==> config.mk <==
export PLATFORM = sky130hd
export DESIGN_NAME = logica_simple_exerciser
export DESIGN_NICKNAME = d
export VERILOG_FILES = /design/src/rtl/logica_simple_exerciser.sv
export SDC_FILE = /design/constraint.sdc
export NUM_CORES = 1
export LEC_CHECK = 0
export BUFFER_PORTS_ARGS = -buffer_cell sky130_fd_sc_hd__buf_4
export CAP_MARGIN = 20
export CORE_MARGIN = 2
export CORE_UTILIZATION = 28
export CTS_CLUSTER_DIAMETER = 50
export DETAILED_ROUTE_END_ITERATION = 12
export PLACE_DENSITY = 0.52
export REMOVE_ABC_BUFFERS = 1
export SLEW_MARGIN = 20
export SYNTH_ARGS = -nofsm -noshare
export SYNTH_HDL_FRONTEND = slang
export SYNTH_SLANG_ARGS = --single-unit
export TNS_END_PERCENT = 5
==> constraint.sdc <==
create_clock -name clk -period 4.6 [get_ports clk]
set_clock_uncertainty 0.1 [all_clocks]
set_input_delay 0.92 -clock clk [delete_from_list [all_inputs] [get_ports clk]]
set_output_delay 0.92 -clock clk [all_outputs]
set_load 0.02 [all_outputs]
==> src/rtl/logica_simple_exerciser.sv <==
// Sweep driver for the 3-in/3-out lab circuit: drives all eight A/B/C
// vectors, samples X/Y/Z after a settle time and reports a fail map.
module logica_simple_exerciser #(
    parameter int SETTLE_CYCLES = 2
) (
    input  logic       clk,
    input  logic       reset,
    input  logic       start,
    output logic       a_o,
    output logic       b_o,
    output logic       c_o,
    input  logic       x_i,
    input  logic       y_i,
    input  logic       z_i,
    output logic       busy,
    output logic       done,
    output logic       pass,
    output logic [3:0] err_count,
    output logic [7:0] fail_vector
);

    typedef enum logic [1:0] {
        IDLE,
        SETTLE,
        CHECK,
        DONE
    } state_t;

    localparam logic [3:0] LP_LAST = 4'(SETTLE_CYCLES - 1);

    state_t     r_state;
    state_t     w_state_n;
    logic [2:0] r_vec;
    logic [2:0] w_vec_n;
    logic [3:0] r_cnt;
    logic [3:0] w_cnt_n;
    logic [3:0] r_err;
    logic [3:0] w_err_n;
    logic [7:0] r_fail;
    logic [7:0] w_fail_n;
    logic [2:0] r_stim;
    logic [2:0] w_stim_n;
    logic       w_gx;
    logic       w_gy;
    logic       w_gz;
    logic       w_mis;

    // Golden: X = A, Y = -A (equal to A in one bit), Z = B & C.
    assign w_gx  = r_vec[2];
    assign w_gy  = r_vec[2];
    assign w_gz  = r_vec[1] & r_vec[0];
    assign w_mis = (x_i != w_gx) | (y_i != w_gy) | (z_i != w_gz);

    always_comb begin
        w_state_n = r_state;
        w_vec_n   = r_vec;
        w_cnt_n   = r_cnt;
        w_err_n   = r_err;
        w_fail_n  = r_fail;
        unique case (r_state)
            IDLE, DONE: begin
                if (start) begin
                    w_vec_n   = 3'd0;
                    w_cnt_n   = 4'd0;
                    w_err_n   = 4'd0;
                    w_fail_n  = 8'd0;
                    w_state_n = SETTLE;
                end
            end
            SETTLE: begin
                w_cnt_n = r_cnt + 4'd1;
                if (r_cnt == LP_LAST) begin
                    w_state_n = CHECK;
                end
            end
            CHECK: begin
                if (w_mis) begin
                    w_fail_n[r_vec] = 1'b1;
                    w_err_n         = r_err + 4'd1;
                end
                if (r_vec == 3'd7) begin
                    w_state_n = DONE;
                end else begin
                    w_vec_n   = r_vec + 3'd1;
                    w_cnt_n   = 4'd0;
                    w_state_n = SETTLE;
                end
            end
            default: w_state_n = IDLE;
        endcase
    end

    // Stimulus is registered from the next-state view so pins never glitch.
    always_comb begin
        w_stim_n = 3'd0;
        if (w_state_n == SETTLE || w_state_n == CHECK) begin
            w_stim_n = w_vec_n;
        end
    end

    always_ff @(posedge clk or posedge reset) begin
        if (reset) begin
            r_state <= IDLE;
            r_vec   <= 3'd0;
            r_cnt   <= 4'd0;
            r_err   <= 4'd0;
            r_fail  <= 8'd0;
            r_stim  <= 3'd0;
        end else begin
            r_state <= w_state_n;
            r_vec   <= w_vec_n;
            r_cnt   <= w_cnt_n;
            r_err   <= w_err_n;
            r_fail  <= w_fail_n;
            r_stim  <= w_stim_n;
        end
    end

    assign a_o         = r_stim[2];
    assign b_o         = r_stim[1];
    assign c_o         = r_stim[0];
    assign busy        = (r_state == SETTLE) || (r_state == CHECK);
    assign done        = (r_state == DONE);
    assign pass        = (r_state == DONE) && (r_err == 4'd0);
    assign err_count   = r_err;
    assign fail_vector = r_fail;

endmodule
Yosys cells after proc, flatten, opt, wreduce, memory -nomap -nowiden --
Index checks and enable logic that the tools add are counted.
Word-level totals: register bits after elaboration 24, input port bits 6, output and inout port bits 18, logic and storage cells 56
Operators by class: $add $sub $neg 3, order comparisons 2, eq/ne operators 13, mux-type cells 18, bitwise operators 4, reduce and logical (&&, ||, !) cells 10
Operator list (count):
- $mux W8 | 2
- $pmux W8 S2 | 1
- $mux W4 | 3
- $pmux W4 S3 | 1
- $mux W3 | 3
- $add A4 B1 Y4 const B | 2
- $or A8 B8 Y8 | 1
- $pmux W4 S2 | 1
- $eq A2 B2 Y1 const B | 3
- $mux W2 | 3
- $ne A2 B2 Y1 const B | 3
- $pmux W2 S3 | 1
- $pmux W3 S2 | 1
- $eq A2 B1 Y1 const B | 2
- $eq A4 B1 Y1 const B | 1
- $logic_not A4 Y1 | 1
- $lt A3 B4 Y1 const B | 1
- $add A3 B1 Y3 const B | 1
- $demux W1 S3 | 1
- $eq A3 B3 Y1 const B | 1
- $ge A3 B1 Y1 const B | 1
- $ne A1 B1 Y1 | 3
- $reduce_and A3 Y1 | 1
- $logic_and A1 B1 Y1 | 2
- other kinds (8) | 10

Depth between registers and ports, before layout --
Gate-level depths: netlist of run 1.
depth after elaboration 7, mapped depth 7, depth with buffers taken out 6

Worst setup path before layout of run 1 --
OpenSTA, ideal clock, no wires.
path type register -> output, from register r_state[0], to output pass, arrival 1.410 ns, data required time 3.580 ns, setup slack 2.170 ns, cell stages (with the launch flop) 3, cell sequence dfrtp_1 -> ha_1 -> nor4bb_1
Between the ends: cells in the longest elaborated chain, start to end 2
RTL lines:
- start, declared | line 31 | state_t r_state;
- start signal, assigned | line 110 | r_state <= w_state_n;
- $eq A2 B2 Y1
- via done | line 16 | output logic done,
- $logic_and A1 B1 Y1 | line 124 | assign pass = (r_state == DONE) && (r_err == 4'd0);
- end, declared | line 17 | output logic pass,
The timed path passes the listed nets, and every way through them passes these cells.

Final worst setup path of run 1 --
from register r_state[0], to output busy
Between the ends: cells in the longest elaborated chain, start to end 2
RTL lines:
- $eq A2 B1 Y1 / $eq A2 B2 Y1 (equally long branches) | line 122 | assign busy = (r_state == SETTLE) || (r_state == CHECK);
- $logic_or A1 B1 Y1 (*) | line 122
- end, declared | line 15 | output logic busy,
Every way passes the cells marked *; elsewhere a longest branch is shown, timed or not.

==> reports/qor.yml, run 1 <==
status: "complete, no violations"
yosys.area_share.simple_pct: 19.08
clk_latency_ns: 0.26
grt_pass1_wl_um: 4802
slew_headroom_pct: 39.70
end_kind: "output pin"
async_flop_share_pct: 100.0
clock-sinks: 24
final_util_pct: 35.45
hpwlAfterDp_um: 2017
hold_path.class: "reg2reg"
synth_top_family_by_area: "simple AND/OR/NAND/NOR gates"
synth_seq_area_share_pct: 46.74
synth_top_area_share_pct: 46.74
whs_endpoint: "fail_vector[7]"
reg2reg_slack_ns: 2.34
io_pins: 24
ff2ff_path_depth: 6
areaGrowthSynthToFinish_pct: 20.93
yosys_warnings: 0
startpoint: "r_state[0]"
placeableCoreArea_um2: 4384
synth_compound_area_share_pct: 17.33
r2r_end: "r_stim[0]"
fin_nets: 168
synth_commonest_cells: "24 x dfrtp_1, 16 x nor2_1, 11 x inv_1, 8 x ha_1, 8 x nand2_1"
routed_via_density: 4.868
crit_arrival_ns: 1.42
slew_viol_final: 0
finalPower_mw: 0.8685
fillers: 447
critPathKind: "reg2out"
antenna_found_initial: 0
cts.clk_slew.worst_paths_ns: 0.08
grt_max_degree: 25
holdWs_ns: 0.4070
synth_area_um2: 1285
cts-resized-gates: 0
die_area_um2: 5147
drtIter0Drc: 61
hold_viol_final: 0
synthMostInstantiatedCell: "dfrtp_1"
numCtsBuffers: 3
vdd_drop_max_mv: 0.3226
synth_area_per_cell_um2: 9.735
clock-root-buffer: "clkbuf_8"
post_cts.repair.setup_buffers: 0
worst_pin_slew_ns: 0.9036
post_drt_wl_per_cell_um: 13.42
cts_htree_levels: 1
start_kind: "register"
dr.pass1.iters: 4
synth_edf_count: 0
cp_max_fo: 7
yosysTopAreaCell: "dfrtp_1"
track_usage_pct: 11.88
cts_tree: "built"
hold_start: "fail_vector[7]"
final_antenna_net_count: 0
io_buffer_count: 23
grt-ovfl-total: 0
synth_ff_type: "dfrtp_1"
p_per_area_nw_per_um2: 558.9
cap_violations: 0
ff_latch_area_um2: 600.6
rsz0062_at_grt: "false"
fin_area_um2: 1554
cp_data_required_time_ns: 3.58
hold_path_depth: 2
diodes: 0
vias: 998
num_rows: 24
ys_top_cells_by_area: "dfrtp_1 47%, ha_1 7.8%, nor2_1 4.7%"
fmaxAchievable_mhz: 410.2
min_period_over_period_pct: 53.00
synth_mux_area_share_pct: 3.311
grt_pass1_vias: 1038
leakagePower_nw: 0.7628
cts_buffer_depth: 2
die_w_um: 71.75
drive_above_1_share_pct: 24.18
synth_fa_ha_area_share_pct: 7.790
reg2reg_from: "r_state[0]"
cts_hold_buf: 0
start_util_pct: 29.31
setup_viol: 0
ys_ff_latch: 24
multi_input_area_um2: 619.3
finalSetupTns_ns: 0
dpl-instance-area_um2: 1499
synth_cell_types: 37
globalplace.congestion: 0.7485
synth_cells: 132
synth-xor-area-share_pct: 0.6816
drcViolationCount: 0
routed_wl_um: 2752
dieHeight_um: 71.75
layout_min_cycle_time_ns: 2.438
flip-flops by register name, summed over array words and instances (netlist names):
name / count
r_stim: 3
err_count: 4
r_state: 2
fail_vector: 8
r_cnt: 4
r_vec: 3
logic make-up (layout without fill, tap and decap cells):
logic type	Yosys count	after routing
xor+xnor	1	1
fa+ha+maj	8	8
mux	4	4
compound gates	31	31
simple gates	47	47
flops	24	24
buf+inv	17	38
cell type report:
type / count / area share, %
Inverter: 11 / 2.657
Sequential cell: 24 / 38.65
Clock buffer: 4 / 3.543
Tap cell: 52 / 4.187
Timing Repair Buffer: 23 / 11.11
Multi-Input combinational cell: 91 / 39.86
worst max-delay path by stage:
stage / end / slack (ns) / depth (start not counted)
6_report: busy / 2.16 / 4
5_1_grt: busy / 2.04 / 4
4_1_cts: busy / 2.14 / 4
3_5_place_dp: err_count[3] / 1.99 / 5
3_3_place_gp: err_count[3] / 2.03 / 5
2_1_floorplan: pass / 2.17 / 2
cells in the final DEF, fill, tap and decap left out, types with 4 or more instances in the layout:
cell type  count
inv_1         11
a31oi_1        5
a21oi_1        5
nor2_1        16
ha_1           8
clkbuf_8       4
buf_4         23
nor3_1         4
nand2_1        8
o21ai_0        6
dfrtp_1       24
report_power, final:
part / switching, mW / internal, mW
combinational: 0.267 / 0.167
sequential: 0.0415 / 0.251
clock: 0.0660 / 0.0763
critical path: stages (launching register included):
cell and delay [ns]:
dfrtp_1 0.40, inv_1 0.06, ha_1 0.41, inv_1 0.11, buf_4 0.17
metal layers:
| metal | routed length (um) | global-route usage, % | share of wire (%) | vias to the layer above |
|---|---|---|---|---|
| met5 | 0 | 0 | 0 | - |
| met4 | 8 | 1.887 | 0.29 | 0 |
| met3 | 143 | 3.657 | 5.2 | 2 |
| met2 | 1236 | 19.24 | 45 | 21 |
| met1 | 1364 | 15.99 | 50 | 466 |
| li1 | - | - | - | 509 |
metrics by stage:
step,setup slack [ns],cells
CTS,2.139,205
global placement,2.030,201
floorplan,2.170,126
finish,2.162,205
detailed placement,1.994,201
global route,2.040,205
Power figures use the tool's default switching activity.
==> inputs of run 2 (changes only) <==
--- a/config.mk
+++ b/config.mk
@@ -5,13 +5,14 @@
 export SDC_FILE = /design/constraint.sdc
 export NUM_CORES = 1
 export LEC_CHECK = 0
+export ABC_AREA = 1
 export BUFFER_PORTS_ARGS = -buffer_cell sky130_fd_sc_hd__buf_4
 export CAP_MARGIN = 20
 export CORE_MARGIN = 2
 export CORE_UTILIZATION = 28
 export CTS_CLUSTER_DIAMETER = 50
 export DETAILED_ROUTE_END_ITERATION = 12
-export PLACE_DENSITY = 0.52
+export PLACE_DENSITY = 0.53
 export REMOVE_ABC_BUFFERS = 1
 export SLEW_MARGIN = 20
 export SYNTH_ARGS = -nofsm -noshare
==> constraint.sdc (replaced) <==
create_clock -name clk -period 2.1 [get_ports clk]
set_clock_uncertainty 0.1 [all_clocks]
set_input_delay 0.42 -clock clk [delete_from_list [all_inputs] [get_ports clk]]
set_output_delay 0.42 -clock clk [all_outputs]
set_load 0.02 [all_outputs]
==> run 2 against run 1 <==
Compared with the run above: routed wire length decreased by 8.2%; synthesized cell count increased by 11%; clock power increased to 2.9 times the previous value; final cell count increased by 10%; global-route usage decreased by 1.3 points; register-to-register slack got worse by 1.9 ns; critical path depth unchanged; synthesized area increased by 3.6%; sequential power increased by 120%; power increased by 140%; count of clock-buffer cells in the layout decreased by 1; first-iteration DRC count decreased by 41%; critical path type unchanged; largest power group unchanged; highest routed layer unchanged.
==> reports/qor.yml, run 2 <==
final_cell_mix: "28 x nand2_1, 24 x dfrtp_1, 24 x buf_4"
io_pins: 24
ys_top_cells_by_area: "dfrtp_1 45%, nand2_1 7.9%, ha_1 7.5%"
p_clk_share_pct: 19.5
leakagePower_nw: 0.8103
final_common_cell: "nand2_1"
track_usage_pct: 10.59
end_kind: "output pin"
dr.pass1.iters: 4
cap_violations: 0
synth_cell_types: 25
cts.clk_slew.worst_paths_ns: 0.09
areaGrowthSynthToFinish_pct: 22.27
cts_buffer_depth: 2
yosysTopAreaCell: "dfrtp_1"
cts-resized-gates: 0
drtIter0Drc: 36
synth_ff_type: "dfrtp_1"
numCtsBuffers: 3
p_per_area_nw_per_um2: 1290
seqPwrFrac_pct: 30.2
routed_wl_um: 2526
cts_htree_levels: 1
setup_viol: 0
grt-ovfl-total: 0
cp_max_fo: 4
synth_area_um2: 1331
min_period_over_period_pct: 87.88
synth_mux_area_share_pct: 0.7519
clock-root-buffer: "clkbuf_8"
drcViolationCount: 0
drive_above_1_share_pct: 29.07
globalplace.congestion: 0.7384
synth_cells: 146
layout_min_cycle_time_ns: 1.846
yosys.area_share.simple_pct: 24.34
crit_buf_inv: 3
hpwlAfterDp_um: 1955
synth_edf_count: 0
hold_path.class: "in2async"
crit_arrival_ns: 1.33
die_w_um: 72.96
critPathKind: "reg2out"
worst-path-stages: 4
vias: 1023
start_kind: "register"
slew_viol_final: 0
crit_chain: "inv_1 > ha_1 > inv_2 > buf_4"
reg2reg_from: "r_state[0]"
yosys_warnings: 0
largest_reg_flops: 8
diodes: 0
cp_data_required_time_ns: 1.58
ys_ff_latch: 24
grt_pass1_vias: 991
final_util_pct: 34.93
cts_hold_buf: 0
slew_headroom_pct: 77.50
fin_nets: 187
crit_family: "flip-flops"
ff2ff_path_depth: 9
holdWs_ns: 0.08828
startpoint: "r_state[0]"
clock-sinks: 24
worst_pin_slew_ns: 0.3375
synthMostInstantiatedCell: "nand2_1"
p_sw_share_pct: 45.09
grt_max_degree: 25
stdcell_count: 226
synth_top_area_share_pct: 45.11
synth_compound_area_share_pct: 11.84
synth-xor-area-share_pct: 2.632
start_util_pct: 28.56
dieHeight_um: 72.96
clk_latency_ns: 0.27
dp_cells: 222
synth_area_per_cell_um2: 9.118
num_rows: 25
finalSetupTns_ns: 0
status: "complete, no violations"
synth_fa_ha_area_share_pct: 7.519
dpl-instance-area_um2: 1556
slowest_stage: "dfrtp_1"
hold_viol_final: 0
die_area_um2: 5322
fin_area_um2: 1628
switchingPower_mw: 0.9467
internal_power_mw: 1.153
synth_seq_area_share_pct: 45.11
fmaxAchievable_mhz: 541.8
synth_commonest_cells: "28 x nand2_1, 24 x dfrtp_1, 16 x inv_1, 14 x nand3_1, 12 x nor2_1"
rsz0062_at_grt: "false"
final_antenna_net_count: 0
placeableCoreArea_um2: 4661
synth_top_family_by_area: "simple AND/OR/NAND/NOR gates"
antenna_found_initial: 0
fillers: 503
post_cts.repair.setup_buffers: 0
post_drt_wl_per_cell_um: 11.18
vdd_drop_max_mv: 0.6471
io_buffer_count: 23
combPwrFrac_pct: 50.2
cts_tree: "built"
critPathMaxStageDelay_ns: 0.40
routed_via_density: 4.527
grt_pass1_wl_um: 4326
async_flop_share_pct: 100.0
==> run 2: cell types whose count changed in the layout (fill, tap and decap cells not counted), moves of 5 or more <==
cell / previous run / this run
inv_1: 11 / 16
nand3_1: 3 / 14
nand2_1: 8 / 28
o21a_1: 0 / 6
nor2_2: 0 / 5
a31oi_1: 5 / 0
==> run 2: final timing paths <==
check | endpoint | slack, ns
setup reg to reg | err_count[1] | 0.39
setup / recovery | busy | 0.25
hold reg to reg | fail_vector[2] | 0.40
max in group asynchronous | r_stim[0] | 1.56
min in group clk | r_state[1] | 0.38
hold / removal | err_count[1] | 0.09
==> run 2: final cells by class <==
class | instances | area (um2) | area share (%)
Clock buffer | 3 | 41.29 | 2.537
Clock inverter | 1 | 30.03 | 1.845
Inverter | 21 | 81.33 | 4.996
Multi-Input combinational cell | 99 | 626.9 | 38.51
Sequential cell | 24 | 600.6 | 36.89
Tap cell | 54 | 67.56 | 4.151
Timing Repair Buffer | 24 | 180.2 | 11.07
==> run 2: tightest hold or removal path, stage by stage <==
cell   delay, ns
buf_4       0.11
inv_1       0.04
buf_4       0.30
==> run 2: logic make-up (layout without fill, tap and decap cells) <==
group | after synthesis | count (layout)
AO/OA/AOI/OAI | 19 | 19
XOR/XNOR | 4 | 4
adder cells (fa/ha/maj) | 8 | 8
buffers and inverters | 23 | 49
flip-flops | 24 | 24
multiplexers | 1 | 1
AND/OR/NAND/NOR | 67 | 67
==> run 2: power groups by stage <==
stage	Sequential, mW	Clock [mW]	Combinational (mW)
after detailed placement	0.646	0	1.08
after global placement	0.645	0	1.07
after floorplan	0.667	0	0.780
final	0.635	0.410	1.05
after CTS	0.638	0.425	1.08
after global routing	0.651	0.449	1.19
==> run 2: layer usage <==
metal | share of wire [%] | vias up | GRT usage [%]
met5 | 0 | - | 0
met4 | 1.1 | 0 | 3.086
met3 | 4.3 | 5 | 3.315
met2 | 48 | 19 | 16.97
met1 | 47 | 477 | 13.73
li1 | - | 522 | -
==> run 2: per-stage QoR <==
| stage | total power [mW] | setup slack (ns) |
|---|---|---|
| after floorplan | 1.447 | 0.3669 |
| final | 2.100 | 0.2544 |
| after global routing | 2.293 | 0.1510 |
| after detailed placement | 1.722 | 0.3672 |
| after global placement | 1.716 | 0.3793 |
| after CTS | 2.142 | 0.2343 |
